===== config.mk =====
export PLATFORM = sky130hd
export DESIGN_NAME = muldiv_sequencer
export DESIGN_NICKNAME = d
export VERILOG_FILES = /design/src/rtl/muldiv_pkg.sv /design/src/rtl/muldiv_core.sv /design/src/rtl/muldiv_sequencer.sv
export SDC_FILE = /design/constraint.sdc
export NUM_CORES = 1
export LEC_CHECK = 0
export CAP_MARGIN = 25
export CORE_MARGIN = 10
export CORE_UTILIZATION = 30
export CTS_CLUSTER_DIAMETER = 50
export DETAILED_ROUTE_END_ITERATION = 7
export GPL_ROUTABILITY_DRIVEN = 0
export MAX_ROUTING_LAYER = met4
export PLACE_DENSITY = 0.46
export SLEW_MARGIN = 40
export SYNTH_ARGS = -nofsm -noshare
export SYNTH_HDL_FRONTEND = slang
export SYNTH_HIERARCHICAL = 1
export SYNTH_SLANG_ARGS = --single-unit

===== constraint.sdc =====
create_clock -name CLK -period 4.7 [get_ports CLK]
set_clock_uncertainty 0.05 [all_clocks]
set_input_delay 1.175 -clock CLK [delete_from_list [all_inputs] [get_ports CLK]]
set_output_delay 1.175 -clock CLK [all_outputs]
set_load 0.03 [all_outputs]

===== src/rtl/muldiv_pkg.sv =====
// Shared encodings for the HI/LO multiply/divide sequencer.
package muldiv_pkg;
    localparam int XLEN  = 32;
    localparam int CNT_W = $clog2(XLEN);

    typedef enum logic [1:0] {
        OP_MULT  = 2'b00,
        OP_MULTU = 2'b01,
        OP_DIV   = 2'b10,
        OP_DIVU  = 2'b11
    } op_e;

    typedef enum logic [1:0] {
        IDLE = 2'b00,
        RUN  = 2'b01,
        FIX  = 2'b10
    } state_e;

    // Even encodings are the signed variants.
    function automatic logic op_is_signed(input logic [1:0] op);
        return ~op[0];
    endfunction
endpackage


===== src/rtl/muldiv_core.sv =====
// Iterative unsigned shift-add multiplier / restoring divider sharing one adder.
module muldiv_core
    import muldiv_pkg::*;
#(
    parameter int WIDTH = XLEN
) (
    input  logic             i_clk,
    input  logic             i_rst,
    input  logic             i_load,
    input  logic             i_step,
    input  logic             i_is_div,
    input  logic [WIDTH-1:0] i_a,
    input  logic [WIDTH-1:0] i_b,
    output logic [WIDTH-1:0] o_hi,
    output logic [WIDTH-1:0] o_lo
);
    logic [WIDTH-1:0] r_hi, r_lo, r_b;
    logic [WIDTH:0]   w_opa, w_opb, w_sum;
    logic             w_cin;

    // Divide: trial-subtract the divisor from {rem, next dividend bit}.
    // Multiply: conditionally add the multiplicand into the upper half.
    always_comb begin
        if (i_is_div) begin
            w_opa = {r_hi, r_lo[WIDTH-1]};
            w_opb = ~{1'b0, r_b};
            w_cin = 1'b1;
        end else begin
            w_opa = {1'b0, r_hi};
            w_opb = r_lo[0] ? {1'b0, r_b} : '0;
            w_cin = 1'b0;
        end
        w_sum = w_opa + w_opb + {{WIDTH{1'b0}}, w_cin};
    end

    always_ff @(posedge i_clk) begin
        if (i_rst) begin
            r_hi <= '0;
            r_lo <= '0;
            r_b  <= '0;
        end else if (i_load) begin
            r_hi <= '0;
            r_lo <= i_a;
            r_b  <= i_b;
        end else if (i_step) begin
            if (i_is_div) begin
                if (w_sum[WIDTH]) begin
                    r_hi <= w_opa[WIDTH-1:0];
                    r_lo <= {r_lo[WIDTH-2:0], 1'b0};
                end else begin
                    r_hi <= w_sum[WIDTH-1:0];
                    r_lo <= {r_lo[WIDTH-2:0], 1'b1};
                end
            end else begin
                r_hi <= w_sum[WIDTH:1];
                r_lo <= {w_sum[0], r_lo[WIDTH-1:1]};
            end
        end
    end

    assign o_hi = r_hi;
    assign o_lo = r_lo;
endmodule


===== src/rtl/muldiv_sequencer.sv =====
// MULT/MULTU/DIV/DIVU controller with architectural HI/LO and EX-stage stall request.
module muldiv_sequencer
    import muldiv_pkg::*;
#(
    parameter int WIDTH = XLEN
) (
    input  logic             CLK,
    input  logic             RST,
    input  logic             Start,
    input  logic [1:0]       Op,
    input  logic [WIDTH-1:0] SrcA,
    input  logic [WIDTH-1:0] SrcB,
    input  logic             Abort,
    input  logic             HiLoRead,
    input  logic             MTHI,
    input  logic             MTLO,
    input  logic [WIDTH-1:0] WrData,
    output logic             Busy,
    output logic             Stall,
    output logic             Done,
    output logic [WIDTH-1:0] HI,
    output logic [WIDTH-1:0] LO
);
    state_e           r_state, w_next;
    logic [CNT_W-1:0] r_cnt;
    logic             r_neg_a, r_neg_b, r_is_div, r_dbz;
    logic [WIDTH-1:0] r_raw_a, r_hi, r_lo;

    logic             w_load, w_step, w_commit, w_busy;
    logic             w_neg_a, w_neg_b;
    logic [WIDTH-1:0] w_mag_a, w_mag_b;
    logic [WIDTH-1:0] w_core_hi, w_core_lo, w_res_hi, w_res_lo;
    logic [2*WIDTH-1:0] w_prod, w_prod_fix;

    assign w_neg_a = op_is_signed(Op) & SrcA[WIDTH-1];
    assign w_neg_b = op_is_signed(Op) & SrcB[WIDTH-1];
    assign w_mag_a = w_neg_a ? -SrcA : SrcA;
    assign w_mag_b = w_neg_b ? -SrcB : SrcB;

    always_ff @(posedge CLK) begin
        if (RST) r_state <= IDLE;
        else     r_state <= w_next;
    end

    always_comb begin
        w_next = r_state;
        case (r_state)
            IDLE:    if (Start && !Abort) w_next = RUN;
            RUN:     if (Abort) w_next = IDLE;
                     else if (r_cnt == CNT_W'(WIDTH-1)) w_next = FIX;
            FIX:     w_next = IDLE;
            default: w_next = IDLE;
        endcase
    end

    always_comb begin
        w_busy   = 1'b0;
        w_load   = 1'b0;
        w_step   = 1'b0;
        w_commit = 1'b0;
        case (r_state)
            IDLE: w_load = Start & ~Abort;
            RUN: begin
                w_busy = 1'b1;
                w_step = 1'b1;
            end
            FIX: begin
                w_busy   = 1'b1;
                w_commit = ~Abort;
            end
            default: ;
        endcase
    end

    assign Busy  = w_busy;
    assign Done  = w_commit;
    assign Stall = w_busy & (Start | HiLoRead | MTHI | MTLO);

    always_ff @(posedge CLK) begin
        if (RST) begin
            r_cnt    <= '0;
            r_neg_a  <= 1'b0;
            r_neg_b  <= 1'b0;
            r_is_div <= 1'b0;
            r_dbz    <= 1'b0;
            r_raw_a  <= '0;
        end else if (w_load) begin
            r_cnt    <= '0;
            r_neg_a  <= w_neg_a;
            r_neg_b  <= w_neg_b;
            r_is_div <= Op[1];
            r_dbz    <= Op[1] & (SrcB == '0);
            r_raw_a  <= SrcA;
        end else if (w_step) begin
            r_cnt <= r_cnt + 1'b1;
        end
    end

    muldiv_core #(.WIDTH(WIDTH)) u_core (
        .i_clk    (CLK),
        .i_rst    (RST),
        .i_load   (w_load),
        .i_step   (w_step),
        .i_is_div (r_is_div),
        .i_a      (w_mag_a),
        .i_b      (w_mag_b),
        .o_hi     (w_core_hi),
        .o_lo     (w_core_lo)
    );

    assign w_prod = {w_core_hi, w_core_lo};

    // Remainder follows the dividend's sign; divide-by-zero bypasses correction.
    always_comb begin
        w_res_hi   = w_core_hi;
        w_res_lo   = w_core_lo;
        w_prod_fix = w_prod;
        if (r_dbz) begin
            w_res_hi = r_raw_a;
            w_res_lo = '1;
        end else if (r_is_div) begin
            if (r_neg_a ^ r_neg_b) w_res_lo = -w_core_lo;
            if (r_neg_a)           w_res_hi = -w_core_hi;
        end else begin
            if (r_neg_a ^ r_neg_b) w_prod_fix = -w_prod;
            {w_res_hi, w_res_lo} = w_prod_fix;
        end
    end

    always_ff @(posedge CLK) begin
        if (RST) begin
            r_hi <= '0;
            r_lo <= '0;
        end else if (w_commit) begin
            r_hi <= w_res_hi;
            r_lo <= w_res_lo;
        end else if (r_state == IDLE && !Start) begin
            if (MTHI) r_hi <= WrData;
            if (MTLO) r_lo <= WrData;
        end
    end

    assign HI = r_hi;
    assign LO = r_lo;

    // A mul/div issuing alongside an MT write would silently drop the write.
    a_no_start_with_mt: assert property (@(posedge CLK) disable iff (RST)
        !(r_state == IDLE && Start && (MTHI || MTLO)));
endmodule


* Yosys cells after proc, flatten, opt, wreduce, memory -nomap -nowiden
Cells that the tools add are included.
Word-level totals: bits in registers 203, input bits 105, logic and storage cells 85
Cells by class: add/subtract/negate cells 8, equality and inequality tests 5, mux-type cells 33, bitwise operators 12, reductions and logical operators 15
Operators with widths (number):
- two-way mux 32 bit | 20
- negator 32 bit | 4
- two-way mux 33 bit | 2
- two-way mux 64 bit | 1
- negator 64 bit | 1
- adder 33 x 1 -> 33 bit | 1
- adder 33 bit | 1
- inverter 32 -> 33 bit | 1
- logical NOT 32 bit | 1
- nonzero test 2 bit | 4
- two-way mux 1 bit | 6
- two-way mux 2 bit | 3
- AND reduction 2 bit | 3
- adder 5 x 1 -> 5 bit (second input constant) | 1
- AND 1 bit | 5
- equality test 5 bit (second input constant) | 1
- one-hot mux 2 bit (2 select lines) | 1
- OR reduction 2 bit | 2
- inequality test 3 bit (second input constant) | 1
- bitwise OR 1 bit | 3
- equality test 2 x 1 -> 1 bit (second input constant) | 1
- equality test 2 bit (second input constant) | 1
- logical AND 1 bit | 2
- logical NOT 1 bit | 2
- 4 further kinds | 5

* Longest topological paths before layout
Gate-level depths: netlist (run 1).
word-level depth 8, mapped depth 19, mapped depth without buffers 14

* Modules after synthesis
The synthesis (run 1) kept the hierarchy.
By module, submodules not included:
- muldiv_sequencer | instances 1, cells an instance 1040, area each 7652.3 um^2, sequential area each 2142.1 um^2
- muldiv_core | instances 1, cells an instance 862, area each 6882.9 um^2, sequential area each 1921.8 um^2

* Worst setup path before layout (run 1)
OpenSTA, ideal clock, no wires.
path type register to register, start reg r_is_div, end reg u_core.r_hi[15] (netlist: u_core/o_hi[15]), data arrival time 4.204 ns, required time 4.534 ns, path slack 0.331 ns, stages on the path, launching flop included 18, path buffers 5, clock period less this slack 4.369 ns, cells stage by stage dfxtp_1 -> clkbuf_1 -> buf_1 -> buf_1 -> clkbuf_1 -> mux2i_1 -> fa_1 -> fa_1 -> nor2b_1 -> o31ai_1 -> a31o_4 -> a21oi_4 -> nor4_2 -> nor3_4 -> buf_4 -> mux2i_1 -> a21oi_1 -> a31o_1
On the way: longest elaborated chain between the ends 5, elaborated cells between the ends (all ways) 7
RTL lines:
- start, declared | RTL line muldiv_sequencer.sv:26 | logic r_neg_a, r_neg_b, r_is_div, r_dbz;
- start signal, assigned | RTL line muldiv_sequencer.sv:91 | r_is_div <= Op[1];
- two-way mux 33 bit | RTL line muldiv_core.sv:24 | if (i_is_div) begin
- adder 33 bit | RTL line muldiv_core.sv:33 | w_sum = w_opa + w_opb + {{WIDTH{1'b0}}, w_cin};
- adder 33 x 1 -> 33 bit | RTL line muldiv_core.sv:33
- two-way mux 32 bit | RTL line muldiv_core.sv:47 | if (w_sum[WIDTH]) begin
- two-way mux 32 bit * | RTL line muldiv_core.sv:46 | if (i_is_div) begin
- end signal, assigned | RTL line muldiv_core.sv:48 | r_hi <= w_opa[WIDTH-1:0];
- end signal, assigned | RTL line muldiv_core.sv:51 | r_hi <= w_sum[WIDTH-1:0];
- end signal, assigned | RTL line muldiv_core.sv:55 | r_hi <= w_sum[WIDTH:1];
- end, declared | RTL line muldiv_core.sv:17 | logic [WIDTH-1:0] r_hi, r_lo, r_b;
Every way passes the cells marked *; elsewhere a longest branch is shown, timed or not. A chain may end at the register's enable or synchronous reset.

* Final worst setup path (run 1)
start reg r_is_div, end reg u_core.r_hi[25] (netlist: u_core/o_hi[25])
Same word-level chain as after synthesis.

==> out/qor_table.md, run 1 <==
| Result | This run |
| --- | --- |
| Startpoint class of the critical path | flip-flop |
| Syn. warnings | 6 |
| Portion of total power attributed to sequential cells | 32.6% |
| Standard-cell rows | 80 |
| Total Die Area | 57700 sq um |
| Power Total | 0.00603 W |
| Syn_nets | 2049 |
| Number of resized instances in the post-cts repair step | 0 |
| Total power density per cell area | 334 nW/um^2 |
| Max-slew violation count | 0 |
| Max rail drop VDD | 0.196 mV |
| # nets final | 2166 |
| Cell area after synthesis | 14500 sq um |
| Die X | 240 microns |
| Total core area | 47800 sq um |
| Crit. End Element | flip-flop |
| Number of buffers inserted to repair setup after CTS | 0 |
| Die Height | 240 microns |
| Count of pins on the block boundary | 172 |
| Clock network latency to the later pin of the worst-skew pair | 0.55 ns |
| Fin area | 18100 sq um |
| Total CTS buffers | 36 |
| Hold path endpoint | r_raw_a[23]$_SDFFE_PP0P_ |
| Max clock buf depth | 3 |
| P_sw | 0.00194 W |
| EDFF count, synth | 0 |
| Setup repair after global routing missed its margin | false |
| Count of filler cells inserted in the layout | 5033 |
| Fraction of the cycle the final worst path needs | 85.9% |
| Count of unique library cells instantiated by Yosys | 81 |
| Layout Area Growth over Synthesis | 24.4% |
| Total half-perimeter wirelength after legalization and detailed placement | 46000 microns |
| Reg-to-reg startpoint | r_is_div$_SDFFE_PP0P_ |
| Largest fanout of any net on the critical path | 58 |
| WS Path Type | reg -> reg |
| Area taken by multi-input logic gates | 9900 sq um |
| Achievable clock frequency | 248 MHz |
| Vias in the first global route | 13958 |
| Number of antenna diodes | 0 |
| Most common cell after layout, fill and taps aside | nand2_1 |
| HP Start | r_raw_a[23]$_SDFFE_PP0P_ |
| Setup Viol. Count Final | 0 |
| Area post-placement | 16800 sq um |
| Async S/R FF share, synth | 0% |
| CTS tree | built |
| Residual DRC | 0 |
| Endpoint required time on the critical path | 5.08 ns |
| # hold bufs at CTS | 0 |
| Most frequent cells in the layout | nand2_1, a21oi_1, dfxtp_1 |
| Number of storage elements in the synthesis netlist | 203 |
| Path type of the worst min-delay path | reg -> reg |
| Per-cell routed wire length | 22.6 microns |
| Clock network fraction of total power | 45.3% |
| Slew of the pin with the lowest slew margin | 0.853 ns |
| Number of cells traversed by the worst register-to-register path | 12 |
| Share of total power in combinational logic | 22.1% |
| Starting density of the core | 30.4% |
| Initial antenna violation count | 1 |
| Total vias in the final route | 14755 |
| Internal reg-to-reg setup slack | 0.66 ns |
| Sequential area share after synthesis | 28.0% |
| Fin. Hold Viols | 0 |
| Design internal power | 0.00409 W |
| DRT iter0 DRCs | 1264 |
| Average footprint of a synthesized cell | 7.64 sq um |
| Total iterations of the first detailed-routing run | 5 |
| Wire length of the first global-routing pass | 89500 microns |
| Average vias per placed instance | 5.55 |
| Layout cell share with drive strength beyond 1 | 7.97% |
| Number of max-capacitance violations reported | 0 |
| Worst-path clk slew | 0.05 ns |
| Critical R2R Capture | u_core/o_hi[25]$_SDFFE_PP0P_ |
| Setup_tns | 0 ns |
| GR Util All Layers | 20.7% |
| Hold depth | 2 |
| Area used by sequential logic in the layout | 4070 sq um |
| Post-synth top flop | dfxtp_1 |
| Leakage power of the design | 6.77 nW |
| Pin count of the biggest net entering global routing | 139 |
| Total wire length after detailed routing | 60000 microns |
| Outcome | finished, final reports clean |
| Final worst setup slack | 0.661 ns |
| Final critical path time including I/O delays and setup | 4.04 ns |
| Fin Hold WS | 0.408 ns |
| Cell at the root of the clock tree | clkbuf_16 |
| Number of clock sinks | 203 |
| # H-tree levels | 2 |
| Gate count after technology mapping | 1902 |
| Switching power as a share of total power | 32.2% |
| GR Overflow Total | 0 |
| Number of port buffers | 171 |
| Headroom to the max-slew limit | 43.1% |
| Post-placement setup slack | 0.556 ns |
| Arr. time, crit path | 4.42 ns |
| Antenna viol nets, final | 0 |
## cells by family (layout without fill, tap and decap cells)
logic type      after synthesis  after routing  share of synthesized area [%]
simple gates                643            643                           20.7
compound gates              549            549                           23.2
flops                       203            203                           28.0
buf+inv                     158            300                           4.29
mux                         155            155                           11.0
xor+xnor                    152            152                           9.16
fa+ha+maj                    42             42                           3.72
## metal layers
metal | GRT usage (%) | up-vias | wire length [microns]
li1 | - | 7112 | -
met1 | 28.1 | 7071 | 28300
met2 | 31.6 | 508 | 26700
met3 | 3.54 | 64 | 3880
met4 | 4.66 | 0 | 1120
met5 | - | - | 0
## registers in the layout, summed over array words and instances, names as in the netlist, 2 cells and up
name         flops
LO              32
r_raw_a         32
r_cnt            5
u_core/o_hi     32
u_core/o_lo     32
HI              32
u_core/r_b      32
r_state          2
## Yosys cell counts (all sizes together), types with 15 or more instances
cell	number	area [sq um]
or3	15	93.8
dfxtp	203	4060
xor2	76	666
a31oi	23	144
a221oi	34	310
clkbuf	96	360
nor2	190	713
o21ai	130	651
nor2b	16	100
mux2	34	383
xnor2	76	666
mux2i	121	1210
inv	36	135
nor4	27	245
nand3	23	115
ha	40	500
buf	26	128
a21oi	214	1090
nor3	57	313
a211oi	46	345
o31ai	17	128
nand2	246	928
## how the worst max path moves through the flow
stage | endpoint | slack (ns) | from | cells past startpoint
4_1_cts | u_core/o_hi[21]$_SDFFE_PP0P_ | 0.64 | r_is_div$_SDFFE_PP0P_ | 14
2_1_floorplan | u_core/o_hi[15]$_SDFFE_PP0P_ | 0.33 | r_is_div$_SDFFE_PP0P_ | 17
3_5_place_dp | u_core/o_lo[28]$_SDFFE_PP0P_ | 0.56 | SrcA[0] | 10
6_report | u_core/o_hi[25]$_SDFFE_PP0P_ | 0.66 | r_is_div$_SDFFE_PP0P_ | 12
3_3_place_gp | u_core/o_lo[26]$_SDFFE_PP0P_ | 0.61 | SrcA[0] | 10
5_1_grt | u_core/o_hi[25]$_SDFFE_PP0P_ | 0.30 | r_is_div$_SDFFE_PP0P_ | 12
## power groups by stage
stage               sequential (W)  clock, W  combinational (W)
floorplan                  0.00200         0           0.000787
global placement           0.00200         0            0.00131
detailed placement         0.00200         0            0.00132
CTS                        0.00197   0.00277            0.00132
global route               0.00198   0.00285            0.00145
finish                     0.00197   0.00273            0.00133
## cell type report
type / count / area share (%)
Timing Repair Buffer: 201 / 10.9
Inverter: 36 / 0.761
Clock inverter: 19 / 1.30
Clock buffer: 44 / 5.55
Tap cell: 615 / 4.26
Sequential cell: 203 / 22.5
Multi-Input combinational cell: 1541 / 54.7
## critical path, cell delays in order, from the launching register on
cell	delay (ns)
dfxtp_4	0.37
buf_4	0.51
mux2_2	0.41
ha_1	0.37
o211ai_1	0.12
a21oi_1	0.30
o211ai_1	0.19
a311oi_1	0.44
o21ai_1	0.22
o31ai_1	0.28
xor2_1	0.27
nor3_1	0.07
nor4_1	0.30
## metrics by stage
| stage | util [%] | std cells |
|---|---|---|
| final | 37.8 | 2659 |
| after global routing | 37.8 | 2659 |
| after CTS | 37.8 | 2659 |
| after detailed placement | 35.2 | 2596 |
| after global placement | 35.2 | 2596 |
| after floorplan | - | 1902 |
(Power assumes the default switching activity.)
==> run 2, diff against run 1 <==
Settings changed: GPL_TIMING_DRIVEN from default to 1.
==> results of run 2 <==
Same layout as run 1: the final DEF is identical, and so are final timing and power.
